<file path="config.mk">
export PLATFORM = sky130hd
export DESIGN_NAME = j_jbus_seq
export DESIGN_NICKNAME = d
export VERILOG_FILES = /design/src/rtl/j_jbus_seq.sv
export SDC_FILE = /design/constraint.sdc
export NUM_CORES = 1
export LEC_CHECK = 0
export BUFFER_PORTS_ARGS = -buffer_cell sky130_fd_sc_hd__buf_4
export CORE_AREA = 2 2 39 41
export DETAILED_ROUTE_END_ITERATION = 8
export DIE_AREA = 0 0 41 43
export PLACE_DENSITY = 0.67
export SETUP_SLACK_MARGIN = 0.5
export SLEW_MARGIN = 20
export SYNTH_ARGS = -nofsm -noshare
export SYNTH_HDL_FRONTEND = slang
export SYNTH_SLANG_ARGS = --single-unit
</file>
<file path="constraint.sdc">
create_clock -name clk -period 1.9 [get_ports clk]
set_input_delay 0.38 -clock clk [delete_from_list [all_inputs] [get_ports clk]]
set_output_delay 0.38 -clock clk [all_outputs]
set_load 0.02 [all_outputs]
</file>
<file path="src/rtl/j_jbus_seq.sv">
// j_jbus_seq: load/store to external bus cycle sequencer; splits 32-bit accesses on a 16-bit bus (optional ack timeout: JBUS_TIMEOUT_EN).
// Latency: (ack wait + 1) + 1 clocks single, ack waits + 3 clocks split; done pulses one clock after the final ack.
// Backpressure: busy holds off the core (go ignored) until the access completes; ack stretches each bus cycle.
module j_jbus_seq #(
  parameter int TO_W   = 8,
  parameter int TO_MAX = 200
) (
  input  logic       clk,
  input  logic       resetl,
  input  logic       go,
  input  logic       rd,
  input  logic       long,
  input  logic       dsp16,
  input  logic       bigend,
  input  logic       ack,
  output logic       busreq,
  output logic       ainen,
  output logic       seta1,
  output logic       masterdata,
  output logic       dren,
  output logic [1:0] dinlatch,
  output logic [1:0] dmuxd,
  output logic [1:0] dmuxu,
  output logic       busy,
  output logic       done,
  output logic       err
);

  typedef enum logic [1:0] {IDLE, C1, C2, FIN} state_t;

  state_t state, state_nxt;
  logic   rd_q, long_q, two_q, hi1_q, first_q;
  logic   in_cyc, ack_v, take, enter, to_hit, half;

  if (TO_MAX < 1 || TO_MAX >= (1 << TO_W)) begin : g_to_max_check
    $error("j_jbus_seq: TO_MAX must be in 1 .. 2**TO_W-1");
  end

  assign in_cyc = (state == C1) || (state == C2);
  // The entry cycle of each bus cycle never counts an ack.
  assign ack_v  = in_cyc & ack & ~first_q;
  assign take   = (state == IDLE) & go;
  assign enter  = (state_nxt != state) && ((state_nxt == C1) || (state_nxt == C2));

  always_comb begin
    state_nxt = state;
    case (state)
      IDLE: if (go) state_nxt = C1;
      C1: begin
        if (ack_v)       state_nxt = two_q ? C2 : FIN;
        else if (to_hit) state_nxt = FIN;
      end
      C2: if (ack_v || to_hit) state_nxt = FIN;
      FIN: state_nxt = IDLE;
      default: state_nxt = IDLE;
    endcase
  end

  always_ff @(posedge clk or negedge resetl) begin
    if (!resetl) begin
      state   <= IDLE;
      rd_q    <= 1'b0;
      long_q  <= 1'b0;
      two_q   <= 1'b0;
      hi1_q   <= 1'b0;
      first_q <= 1'b0;
    end else begin
      state   <= state_nxt;
      first_q <= enter;
      if (take) begin
        rd_q   <= rd;
        long_q <= long;
        two_q  <= dsp16 & long;
        hi1_q  <= bigend;
      end
    end
  end

  // Which 16-bit half of the word the current split cycle moves.
  assign half = (state == C1) ? hi1_q : ~hi1_q;

  always_comb begin
    busreq     = in_cyc;
    ainen      = in_cyc;
    seta1      = (state == C2);
    masterdata = in_cyc & ~rd_q;
    dren       = in_cyc & rd_q;
    dmuxd      = {1'b0, in_cyc & two_q & half};
    dmuxu      = 2'b00;
    busy       = in_cyc;
    done       = (state == FIN);
    dinlatch   = 2'b00;
    if (ack_v && rd_q) begin
      if (two_q)       dinlatch = half ? 2'b10 : 2'b01;
      else if (long_q) dinlatch = 2'b11;
      else             dinlatch = 2'b01;
    end
  end

`ifdef JBUS_TIMEOUT_EN
  logic [TO_W-1:0] to_cnt;

  assign to_hit = in_cyc & ~ack_v & (to_cnt == TO_W'(TO_MAX - 1));

  always_ff @(posedge clk or negedge resetl) begin
    if (!resetl) begin
      to_cnt <= '0;
      err    <= 1'b0;
    end else begin
      if (enter)
        to_cnt <= '0;
      else if (in_cyc && !ack_v && to_cnt != {TO_W{1'b1}})
        to_cnt <= to_cnt + 1'b1;
      if (take)
        err <= 1'b0;
      else if (to_hit)
        err <= 1'b1;
    end
  end
`else
  assign to_hit = 1'b0;
  assign err    = 1'b0;
`endif

endmodule

</file>
==> results.cfg <==
[outcome]
outcome = finished clean

[layout]
drive_gt1_share_pct = 70.2
fillCellCount = 111
fin_nets = 99
post-route-util_pct = 68.7
diodes = 0
syn_to_final_growth_pct = 85.8
fin_cells = 100

[sta]
max_freq_mhz = 530
finClkSkew_ns = 0.00428
rsz0062_at_grt = yes
period_needed_ns = 1.89
hold_viol_final = 0
setup_ws_ns = 0.0124
setup-tns-final_ns = 0
finalMaxSlewViolations = 0
final-setup-viol-count = 0
period_share_pct = 99.3

[place]
dp_hpwl_um = 851
post-place-ws_ns = 0.142
dp.cells = 85
routabilityCongestion = 0.755
port_buffers = 17

[detailed_routing]
vias = 484
firstDrtPassIters = 1
drt-total-wl_mm = 1.42
wl_per_cell_um = 14.2
drc_errors = 0
routed_via_density = 4.84
ant_nets = 0
drt_iter0_markers = 0

[synth]
ys_seq_elements = 7
synth_top_cells_by_area = dfrtp_1 34%, ha_1 15%, buf_4 8.8%
synth-adder-area-share_pct = 14.7
avgSynthCellArea_um2 = 9.66
synth_edf_count = 0
synth_top_flop_cell = dfrtp_1
async_flop_share_pct = 100
synth_most_common_cell = dfrtp_1
yosys_warnings = 0
post-synth-top-area-cell = dfrtp_1
synth-seq-area-share_pct = 34.2
synth_mux_area_share_pct = 8.56
netlist_area_um2 = 512
synth_xor_area_share_pct = 1.71
synth_compound_area_share_pct = 13.2
synth_top_area_share_pct = 34.2
ys_types = 24
synth_commonest_cells = 7 x dfrtp_1, 6 x buf_4, 6 x ha_1, 6 x nand2_1
synth_top_family_by_area = simple AND/OR/NAND/NOR gates
synthSimpleGateAreaFrac_pct = 15.9
syn_inst = 53

[worst_setup_path]
crit_end = dmuxd[0]
r2r_slack_ns = 0.14
rr_worst_depth = 8
critPathKind = flip-flop to primary output
cp_max_fo = 5
r2r-end = first_q$_DFF_PN0_
cp.required_ns = 1.52
setup.worst_path.start = state[1]$_DFF_PN0_
worstPathArrival_ns = 1.51
startpoint_type = flip-flop
r2r-start = state[0]$_DFF_PN0_
cp-end-kind = primary output

[flow_run]
drv_cap = 0

[grt]
grt_max_degree = 8
first_global_vias = 507
groute.usage.overall_pct = 17.0
antenna_found_initial = 0
grt_overflow = 0
grt_pass1_wl_mm = 2.02

[clock_network]
cts_made_buffers = 3
cts_max_level = 1
clock-sinks = 7
clk_pin_slew_ns = 0.05
root_buffer = clkbuf_4
cts_tree = yes
clock_latency_ns = 0.25
clockBufferDepth = 2

[floorplan]
dieWidth_um = 41
initial_utilization_pct = 37.0
die_height_um = 43
ios = 22
num_rows = 14
fp.dieArea_um2 = 1760
core-area_um2 = 1380

[power]
ir_drop_mv = 0.777
p_leak_uw = 0.000432
p_per_area_nw_per_um2 = 2040

[min_path]
hp-class = input port to flip-flop
min_path_cells = 2
-- cells by family after synthesis --
logic type	Yosys count
simple gates	16
compound gates	9
buf+inv	9
flops	7
fa+ha+maj	6
mux	4
other cells	1
xor+xnor	1
-- layout make-up --
type | instances | area, µm² | share of cell area [%]
multi-input cells | 40 | 419 | 44.1
repair buffers | 30 | 292 | 30.7
flip-flops and latches | 7 | 178 | 18.7
clock buffers | 4 | 26.3 | 2.76
well taps | 16 | 20.0 | 2.11
inverters | 3 | 16.3 | 1.71
-- how the worst min path moves through the flow --
stage           start            endpoint  slack (ns)
2_1_floorplan  resetl   first_q$_DFF_PN0_        0.08
3_3_place_gp   resetl  long_q$_DFFE_PN0P_        0.20
3_5_place_dp   resetl    rd_q$_DFFE_PN0P_        0.20
4_1_cts            rd    rd_q$_DFFE_PN0P_        0.35
5_1_grt            rd    rd_q$_DFFE_PN0P_        0.36
6_report           rd    rd_q$_DFFE_PN0P_        0.36
-- timing repair --
item / CTS / global route
hold buffers: 1 / 0
gates resized for setup: 14 / 21
endpoints found under the setup margin: 13 / 13
pin swaps: 2 / 4
buffers inserted: 6 / 4
hold endpoints to repair: 7 / 0
-- placed cells by master, fill, tap and decap left out, drive strengths merged, types with 2 or more instances in the layout --
cell type and n:
nand2 6, clkbuf 4, dfrtp 7, ha 6, inv 3, a21oi 3
mux2 3, conb 4, nor3 2, nor2 2, buf 29
-- metal layers --
layer / part of all wire [%] / track usage, %
met1: 41 / 19.3
met2: 54 / 26.3
met3: 3.2 / 3.66
met4: 1.2 / 12.7
met5: 0 / 0
-- critical path: stages (launching register included) --
cell and delay (ns):
dfrtp_2 0.42, inv_4 0.10, ha_4 0.20, buf_4 0.13
buf_6 0.12, and3_4 0.16, buf_6 0.12
-- sequential cells by signal, summed over array words and instances (netlist names) --
name and flops:
state 2, first_q 1, hi1_q 1, long_q 1
rd_q 1, two_q 1
-- through the flow --
stage | hold WS (ns) | total power (µW) | instance area [µm²]
global route | 0.361 | 2080 | 951
global placement | 0.196 | 1250 | 697
finish | 0.362 | 1940 | 951
floorplan | 0.0844 | 1010 | 579
detailed placement | 0.197 | 1260 | 697
CTS | 0.353 | 1650 | 833
-- report_power, final --
group	internal, µW	switching (µW)	leakage (µW)	total (µW)
Combinational	820	669	0.000333	1490
Sequential	223	100	0.0000840	323
Clock	79.9	50.5	0.0000150	130
No activity file was read; power rests on OpenSTA's default activity.
